**src/rtl/qdrc_rd_tagged.sv**
```systemverilog
// QDR read-path tracker: gates user read strobes, tags accepted reads and
// realigns returned PHY data through a latency-programmable delay line.
module qdrc_rd_tagged #(
   parameter int DATA_WIDTH      = 36,
   parameter int TAG_WIDTH       = 4,
   parameter int MAX_LATENCY     = 16,
   parameter int DEFAULT_LATENCY = 11,
   parameter int LAT_W           = 5,
   parameter int CNT_W           = 5
) (
   input  logic                    clk,
   input  logic                    reset,
   input  logic                    phy_rdy,
   input  logic                    usr_strb,
   input  logic [TAG_WIDTH-1:0]    usr_tag,
   output logic                    usr_rej,
   output logic                    phy_strb,
   input  logic [2*DATA_WIDTH-1:0] phy_data,
   output logic [2*DATA_WIDTH-1:0] usr_data,
   output logic [TAG_WIDTH-1:0]    usr_tag_out,
   output logic                    usr_dvld,
   input  logic [LAT_W-1:0]        lat_cfg,
   input  logic                    lat_load,
   output logic                    lat_err,
   output logic [LAT_W-1:0]        lat_cur,
   output logic [CNT_W-1:0]        outstanding
);

   localparam int IDX_W = (MAX_LATENCY > 2) ? $clog2(MAX_LATENCY) : 1;

   logic                                  blk_reg;
   logic                                  accept;
   logic                                  lat_ok;
   logic [LAT_W-1:0]                      lat_clamped;
   logic [LAT_W-1:0]                      lat_cur_reg;
   logic [IDX_W-1:0]                      tap_idx;
   logic [MAX_LATENCY-1:0]                vld_reg;
   logic [MAX_LATENCY-1:0]                vld_next;
   logic [MAX_LATENCY-1:0][TAG_WIDTH-1:0] tag_reg;
   logic [MAX_LATENCY-1:0][TAG_WIDTH-1:0] tag_next;
   logic                                  usr_rej_reg;
   logic                                  usr_dvld_reg;
   logic [TAG_WIDTH-1:0]                  usr_tag_reg;
   logic [2*DATA_WIDTH-1:0]               usr_data_reg;
   logic                                  lat_err_reg;
   logic [CNT_W-1:0]                      outstanding_reg;
   logic [CNT_W-1:0]                      outstanding_next;

   // A burst-of-4 occupies two controller cycles, so the cycle after an accept is blocked.
   assign accept   = usr_strb & phy_rdy & ~blk_reg;
   assign phy_strb = accept;

   // Latency may only change when nothing is in flight or being launched.
   assign lat_ok = lat_load & (outstanding_reg == '0) & ~accept;

   always_comb begin
      lat_clamped = lat_cfg;
      if (lat_cfg < LAT_W'(2))
         lat_clamped = LAT_W'(2);
      else if (lat_cfg > LAT_W'(MAX_LATENCY))
         lat_clamped = LAT_W'(MAX_LATENCY);
   end

   // Stage k holds a read accepted k+1 cycles ago; the output register adds one more.
   assign tap_idx = IDX_W'(lat_cur_reg - LAT_W'(2));

   assign vld_next[0] = accept;
   assign tag_next[0] = usr_tag;

   genvar gi;
   generate
      for (gi = 1; gi < MAX_LATENCY; gi++) begin : g_stage
         assign vld_next[gi] = vld_reg[gi-1];
         assign tag_next[gi] = tag_reg[gi-1];
      end
   endgenerate

   always_comb begin
      outstanding_next = outstanding_reg;
      case ({accept, usr_dvld_reg})
         2'b10:   outstanding_next = outstanding_reg + CNT_W'(1);
         2'b01:   outstanding_next = outstanding_reg - CNT_W'(1);
         default: outstanding_next = outstanding_reg;
      endcase
   end

   always_ff @(posedge clk) begin
      if (reset) begin
         blk_reg         <= 1'b0;
         usr_rej_reg     <= 1'b0;
         lat_err_reg     <= 1'b0;
         lat_cur_reg     <= LAT_W'(DEFAULT_LATENCY);
         vld_reg         <= '0;
         tag_reg         <= '0;
         usr_dvld_reg    <= 1'b0;
         usr_tag_reg     <= '0;
         usr_data_reg    <= '0;
         outstanding_reg <= '0;
      end else begin
         blk_reg         <= accept;
         usr_rej_reg     <= usr_strb & ~accept;
         lat_err_reg     <= lat_load & ~lat_ok;
         if (lat_ok)
            lat_cur_reg <= lat_clamped;
         // Stale valid bits beyond the old tap must not surface under a longer latency.
         vld_reg         <= lat_ok ? '0 : vld_next;
         tag_reg         <= tag_next;
         usr_dvld_reg    <= vld_reg[tap_idx];
         usr_tag_reg     <= tag_reg[tap_idx];
         usr_data_reg    <= phy_data;
         outstanding_reg <= outstanding_next;
      end
   end

   always_ff @(posedge clk) begin
      if (!reset) begin
         assert (!(usr_dvld_reg && !accept && outstanding_reg == '0));
         assert (!(accept && !usr_dvld_reg && outstanding_reg == '1));
      end
   end

   assign usr_rej     = usr_rej_reg;
   assign usr_dvld    = usr_dvld_reg;
   assign usr_tag_out = usr_tag_reg;
   assign usr_data    = usr_data_reg;
   assign lat_err     = lat_err_reg;
   assign lat_cur     = lat_cur_reg;
   assign outstanding = outstanding_reg;

endmodule

```
**config.mk**
```make
export PLATFORM = sky130hd
export DESIGN_NAME = qdrc_rd_tagged
export DESIGN_NICKNAME = d
export VERILOG_FILES = /design/src/rtl/qdrc_rd_tagged.sv
export SDC_FILE = /design/constraint.sdc
export NUM_CORES = 1
export LEC_CHECK = 0
export BUFFER_PORTS_ARGS = -buffer_cell sky130_fd_sc_hd__buf_2
export CAP_MARGIN = 20
export CORE_UTILIZATION = 34
export CTS_BUF_LIST = sky130_fd_sc_hd__clkbuf_8
export CTS_CLUSTER_DIAMETER = 30
export DETAILED_ROUTE_END_ITERATION = 7
export SLEW_MARGIN = 40
export SYNTH_ARGS = -nofsm -noshare
export SYNTH_HDL_FRONTEND = slang
export SYNTH_SLANG_ARGS = --single-unit
```
**constraint.sdc**
```tcl
create_clock -name clk -period 2.1 [get_ports clk]
set_clock_uncertainty 0.05 [all_clocks]
set_input_delay 0.105 -clock clk [delete_from_list [all_inputs] [get_ports clk]]
set_output_delay 0.105 -clock clk [all_outputs]
set_load 0.01 [all_outputs]
```
Word level (Yosys, flattened, before mapping). Cells that the tools add are included.

Bits in registers: 170. Bits of input ports: 86.

Add/sub/neg operators: 3. Magnitude comparators: 3. Eq/ne operators: 2. Multiplexer cells: 7. Bitwise operators: 9. Reductions and logical operators: 3.

Operator list (number): binary-select mux 4 bit (select 4 bit) (1); 2-to-1 mux 5 bit (2); one-hot mux 5 bit (2 select lines) (1); bitwise AND 1 bit (6); adder 5 x 1 -> 5 bit, second input constant (1); greater-than comparator 5 bit, second input constant (1); logical NOT 5 bit (1); less-than comparator 4 x 5 -> 1 bit, second input constant (1); less-than comparator 5 x 2 -> 1 bit, second input constant (1); subtractor 5 x 1 -> 5 bit, second input constant (1); binary-select mux 1 bit (select 4 bit) (1); 2-to-1 mux 4 bit (1); subtractor 4 x 2 -> 4 bit, second input constant (1); NOT 1 bit (3); equality test 2 x 1 -> 1 bit, second input constant (1); equality test 2 bit, second input constant (1); nonzero test 2 bit (1); OR reduction 2 bit (1); 2-to-1 mux 1 bit (1).

Logic depth before layout (Yosys ltp). Gate-level depths: netlist of run 1.

Word-level depth: 6. Mapped depth: 9.

Worst setup path before layout of run 1. No wires, ideal clock.

Kind: flip-flop to flip-flop. Start: register blk_reg. End: register outstanding_reg[4], in the netlist outstanding[4]. Setup time: 0.121 ns. Arrival time: 1.941 ns. Setup slack: -0.012 ns. Cell stages (with the launch flop): 10. Path buffers: 1. Period minus slack after synthesis: 2.112 ns. Cells stage by stage: dfxtp_1 > nand3b_2 > ha_1 > clkbuf_1 > xor2_1 > ha_1 > nor3_1 > o21ai_0 > nand3_1 > mux2_2.

Cells in the longest elaborated chain, start to end: 4.

Ends and longest elaborated chain: start, declared (RTL line 31) `logic blk_reg;`; start signal, assigned (RTL line 100) `blk_reg <= accept;`; NOT 1 bit (*) (RTL line 50) `assign accept = usr_strb & phy_rdy & ~blk_reg;`; bitwise AND 1 bit (*) (RTL line 50); equality test 2 x 1 -> 1 bit / equality test 2 bit (equally long branches) (RTL line 80) `case ({accept, usr_dvld_reg})`; one-hot mux 5 bit (2 select lines) / nonzero test 2 bit (equally long branches); end signal, assigned (RTL line 111) `outstanding_reg <= outstanding_next;`; end, declared (RTL line 46) `logic [CNT_W-1:0] outstanding_reg;`.

Every way passes the cells marked *; elsewhere a longest branch is shown, timed or not. A chain may end at the register's enable or synchronous reset.

Worst setup path in the final report of run 1. Ends and elaborated chain as after synthesis.

==> impl_results.md, run 1 <==
- Final min period: 1.95 ns
- Fraction of layout cells with a size suffix above 1: 0.339
- Sequential-to-total area share from yosys stat: 0.618
- Routed Antenna Nets: 0
- Worst flop-to-flop path startpoint: blk_reg
- Vias in the first global route: 4132
- Setup WS pre-CTS: 0.127 ns
- Clock Path Buffers: 2
- Critical path's top delay family: adder cells
- EDFF count, synth: 0
- Clock share of power: 0.354
- Setup crit start: blk_reg
- Net Count, Synth: 539
- Placer Congestion: 0.814
- TritonCTS clock tree: done
- Switch Pwr: 1480 uW
- Ys async rst share: 0
- DRC: 0
- Total global-route track usage: 0.148
- FF/Latch Area: 3400 sq um
- Drt wl/cell: 12.6 um
- Synthesis-to-finish area growth: 44.1%
- Final non-filler cell total: 942
- Outcome: completed
- Slew HR: 0.531
- Pwr dens: 789 nW/um^2
- Initial antenna violation count: 0
- Reg2Reg Setup Slack: 0.15 ns
- TNS Setup: 0 ns
- Worst hold path class: in -> reg
- Compound-Gate Fraction of Synth Area: 0.0295
- Reg clk slew, reported paths: 0.09 ns
- Number of setup violations in the final report: 0
- H-tree depth: 4
- Core Box Area: 15800 sq um
- Setup crit start kind: register
- Vias per cell: 4.24
- Post-synthesis cell type count: 37
- Hold Crit Start: lat_cfg[0]
- Switching Fraction: 0.236
- Slowest cell on crit path: mux2_2
- Detail Placement HPWL: 7200 um
- Critical path cell sequence: nand3b_4 > ha_2 > xor2_1 > ha_1 > nor3_1 > o21ai_0 > nand3_1 > mux2_2
- Period utilization: 0.931
- First-pass GRT wire length: 19100 um
- Post-synthesis simple-gate area fraction: 0.224
- RSZ-0062 raised after global routing: false
- Setup Fix Bufs, Post-CTS: 0
- Most used DFF post-synth: dfxtp_1
- Number of flip-flops in the largest register: 72
- Die X: 129 um
- Port bufs: 175
- Syn Inst Count: 448
- Internal cell power: 4780 uW
- Pin count of the biggest net entering global routing: 75
- Fillers: 1406
- DR pass1 iterations: 4
- Max capacitance violation total: 0
- Clk sinks: 170
- Cell total after placement: 825
- Post-Synth Adder-Cell Area: 0.0114
- Critical Path Fanout Max: 6
- # rows: 46
- #FFs+latches synth: 170
- Hold_ws: 0.109 ns
- Synth Warn #: 0
- Largest family of logic cells by synthesized area: simple AND/OR/NAND/NOR gates
- Routed via count: 3990
- Max IR drop VDD: 0.436 mV
- WS Path Type: reg -> reg
- Comb pwr share: 0.108
- Nature of the critical path endpoint: register
- Final hold vios: 0
- Grt total ovfl: 0
- Final slew viol count: 0
- Syn Area/Cell: 12.3 sq um
- CP max stage delay: 0.33 ns
- Initial drt markers: 221
- I/O pin cnt: 176
- N_diodes: 0
- Die Span Y: 129 um
- Synth top area cells: dfxtp_1 (62%), nor2b_1 (16%), mux4_2 (8.2%), and2_1 (1.8%), clkbuf_1 (1.4%)
- Fin worst setup slack: 0.146 ns
- Final wirelength: 11900 um
- Yosys top cell area share: 0.618
- Mapped Area: 5510 sq um
- Multi-input gate area: 1990 sq um
- Worst endpoint required time: 2.37 ns
- Final #Nets: 806
- Flop pwr share: 0.538
- Worst slew pin tran: 0.703 ns
- Post-synthesis mux area share: 0.0875
- Clk_lat worst skew: 0.43 ns
- Xor and xnor area share after synthesis: 0.00795
- Worst path bufs/invs: 0
- Arrival time worst endpoint: 2.23 ns
- Largest area contributor in the synthesized netlist: dfxtp_1
- Root buffer cell: clkbuf_8
- Area of the die: 16700 sq um
- CTS Buf Count: 17
- Lkg Pwr: 0.00356 uW
- F_max: 0.512 GHz
- Initial Utilization: 0.348
what timing repair did:
item                                    in CTS  in global routing
endpoints found under the setup margin       0                  2
endpoints found under the hold margin       86                  0
hold buffers                                87                  0
gates resized for setup                      0                  1
synthesized netlist by cell type (all sizes together) (2+ instances only):
library cell,number
dfxtp,170
nor2b,139
clkbuf,21
mux4,20
and2,16
a22oi,10
nor2,9
nand2,8
nor3b,6
buf,5
ha,5
nor3,5
xor2,5
a211o,4
a21oi,3
inv,3
o21ai,3
mux2i,2
nor4,2
worst register-to-register path, delay by kind of cell (launching register included):
| kind | cells | cell delay, ns |
|---|---|---|
| XOR/XNOR | 1 | 0.15 |
| flip-flops | 1 | 0.32 |
| AND/OR/NAND/NOR | 3 | 0.43 |
| multiplexers | 1 | 0.33 |
| adder cells (fa/ha/maj) | 2 | 0.46 |
| AO/OA/AOI/OAI | 1 | 0.11 |
logic make-up (layout without fill, tap and decap cells):
logic type | after synthesis | in the layout
flip-flops | 170 | 170
AND/OR/NAND/NOR | 194 | 194
buffers and inverters | 29 | 307
adder cells (fa/ha/maj) | 5 | 5
XOR/XNOR | 5 | 5
AO/OA/AOI/OAI | 22 | 22
multiplexers | 23 | 23
layer usage:
layer  track usage  up-vias  share of wire
met5             0        -              0
met4        0.0706        0          0.019
met3        0.0528       17          0.071
met2         0.244      133           0.47
met1         0.171     1837           0.44
li1              -     2003              -
worst paths after layout:
kind,depth (start not counted),to
min,3,lat_cur[0]
min reg2reg,1,tag_next[45]
max reg2reg,8,outstanding[4]
max,8,outstanding[4]
stage by stage:
step                total power, uW  cell area (sq um)  utilization
global placement               3980               6680        0.422
detailed placement             4000               6680        0.422
CTS                            6340               7930        0.501
floorplan                      3730               5510            -
finish                         6250               7930        0.501
global route                   6540               7930        0.501
power by group through the flow:
stage               clock network (uW)  logic (uW)  registers [uW]
floorplan                            0         251            3480
global placement                     0         547            3440
detailed placement                   0         558            3440
CTS                               2290         682            3360
global route                      2420         742            3380
finish                            2210         678            3360
layout by cell type, fill, tap and decap left out, drive strengths merged, types with 2 or more instances in the layout:
cell / count
a211o: 4
a21oi: 3
a22oi: 10
and2: 16
buf: 187
bufinv: 2
clkbuf: 18
clkinv: 3
clkinvlp: 4
dfxtp: 170
dlygate4sd3: 87
ha: 5
inv: 6
mux2i: 2
mux4: 20
nand2: 8
nor2: 9
nor2b: 139
nor3: 5
nor3b: 6
nor4: 2
o21ai: 3
xor2: 5
cell type report:
cell class              count  area share
clock buffers              18      0.0312
clock inverters            12      0.0162
inverters                   3     0.00142
multi-input cells         249       0.251
flip-flops and latches    170       0.429
well taps                 216      0.0341
repair buffers            274       0.237
No activity file was read; power rests on OpenSTA's default activity.
==> inputs of run 2 (changes only) <==
REMOVE_ABC_BUFFERS = 1   (was unset)
==> run 2 against run 1 <==
  * Global-route usage rose by 0.54 points
  * Sequential cell count did not move
  * Via count rose by 0.25%
  * Maximum frequency rose by 1.7%
  * Sequential share of layout area fell by 0.22 points
  * Combinational power barely moved
  * Register-to-register slack improved by 0.03 ns
  * Die area did not move
==> impl_results.md, run 2 (same netlist as run 1, synthesis figures left out) <==
- Outcome: completed
- N_diodes: 0 (unchanged)
- Top Usage Layer GRT: met2
- DR pass1 iterations: 4 (unchanged)
- Initial Utilization: 0.348 (unchanged)
- Initial antenna violation count: 0 (unchanged)
- CP max stage delay: 0.32 ns (about the same)
- Max IR drop VDD: 0.534 mV (+22%)
- Critical path cell sequence: nand3b_2 > buf_4 > ha_1 > nor3b_1 > o21ai_0 > nand3_1 > mux2_2
- Max capacitance violation total: 0 (unchanged)
- Worst slew pin tran: 0.507 ns (-0.196 ns)
- Placer Congestion: 0.766 (-5.9%)
- Total global-route track usage: 0.153 (+0.00536)
- Worst hold path class: in -> reg
- Detail Placement HPWL: 7520 um (+4.4%)
- Number of flip-flops in the largest register: 72 (unchanged)
- Fraction of layout cells with a size suffix above 1: 0.342 (+0.00269)
- Pin count of the biggest net entering global routing: 126 (+68%)
- Reg clk slew, reported paths: 0.09 ns (about the same)
- Final Core Density: 0.504 (+0.00253)
- Clk sinks: 170 (unchanged)
- Slew HR: 0.662 (+0.131)
- WS Path Type: reg -> reg
- Final slew viol count: 0 (unchanged)
- Clock Path Buffers: 2 (unchanged)
- Die X: 129 um (unchanged)
- Nature of the critical path endpoint: register
- Setup crit start kind: register
- Critical Path Fanout Max: 5 (-1)
- Worst endpoint required time: 2.38 ns (about the same)
- Final hold vios: 0 (unchanged)
- I/O pin cnt: 176 (unchanged)
- Grt total ovfl: 0 (unchanged)
- Number of setup violations in the final report: 0 (unchanged)
- Area of the die: 16700 sq um (unchanged)
- DRC: 0 (unchanged)
- # rows: 46 (unchanged)
- Routed Antenna Nets: 0 (unchanged)
- First-pass GRT wire length: 19600 um (+2.8%)
- GR Util met1: 0.178 (+0.00673)
- Routed via count: 4000 (+0.25%)
- H-tree depth: 4 (unchanged)
- CTS Buf Count: 17 (unchanged)
- Root buffer cell: clkbuf_8
- Lkg Pwr: 0.00357 uW (+0.32%)
- Vias per cell: 4.22 (-0.38%)
- Vias in the first global route: 4103 (-0.70%)
- Initial drt markers: 109 (-51%)
- Port bufs: 175 (unchanged)
- F_max: 0.520 GHz (+1.7%)
- TNS Setup: 0 ns (unchanged)
- Arrival time worst endpoint: 2.21 ns (-0.02 ns)
- Period utilization: 0.915 (-0.0151)
- Most common cell after layout, fill and taps aside: buf_2
- Final wirelength: 12300 um (+3.2%)
- Die Span Y: 129 um (unchanged)
- Overall Power: 6230 uW (-0.43%)
- Met3 Use GR: 0.0619 (+0.00908)
- TritonCTS clock tree: done
- Met2 usage: 0.256 (+0.0120)
- Synthesis-to-finish area growth: 44.8%
- Final min period: 1.92 ns (-0.0318 ns)
- Clk_lat worst skew: 0.44 ns (about the same)
- Pwr dens: 781 nW/um^2 (-0.93%)
- Slowest cell on crit path: ha_1
- Core Box Area: 15800 sq um (unchanged)
- RSZ-0062 raised after global routing: false
- Commonest cells after routing, fill and taps aside: buf_2 (174), dfxtp_1 (170), nor2b_1 (138), dlygate4sd3_1 (93), mux4_2 (20)
- Drt wl/cell: 12.9 um (+2.5%)
- Final #Nets: 810 (+0.50%)
## run 2: metrics by stage
step | cell area, sq um | instances | hold slack (ns) | setup WS (ns)
finish | 7970 | 948 | 0.0468 | 0.178
global route | 7970 | 948 | 0.0247 | 0.0135
CTS | 7960 | 948 | 0.0161 | 0.135
detailed placement | 6650 | 823 | 0.267 | 0.153
global placement | 6650 | 823 | 0.260 | 0.192
floorplan | 5400 | 422 | 0.117 | -0.00206
## run 2: final timing paths
check         startpoint              to  slack, ns  cells past startpoint
min reg2reg  vld_reg[10]     vld_reg[11]       0.40                      1
max reg2reg      blk_reg  outstanding[4]       0.18                      7
min              phy_rdy      vld_reg[0]       0.05                      4
max              blk_reg  outstanding[4]       0.18                      7
## run 2: timing repair
action	CTS	global route
resized for setup	0	3
hold buffers	93	0
endpoints found under the setup margin	0	3
hold endpoints to repair	81	0
setup buffers	0	0
## run 2: layout make-up
cell class	count	area, sq um
well taps	216	270
multi-input cells	249	1990
inverters	3	11.3
flip-flops and latches	170	3400
clock buffers	18	248
fillers	1418	7860
clock inverters	14	135
repair buffers	278	1910
## run 2: where the power goes
group          switching [uW]  internal (uW)  leakage [uW]
Combinational             298            376       0.00200
Clock                    1200            992      0.000183
Sequential               40.9           3320       0.00139
Total                    1530           4690       0.00357
## run 2: layer usage
metal,vias to the layer above,part of all wire
met2,126,0.49
li1,2005,-
met4,0,0.0093
met5,-,0
met1,1860,0.43
met3,9,0.069
## run 2: critical path: cells and delay by family, from the launching register on
family	cells	cell delay [ns]
simple gates	3	0.51
fa+ha+maj	1	0.32
mux	1	0.32
flops	1	0.31
buf+inv	1	0.17
compound gates	1	0.12
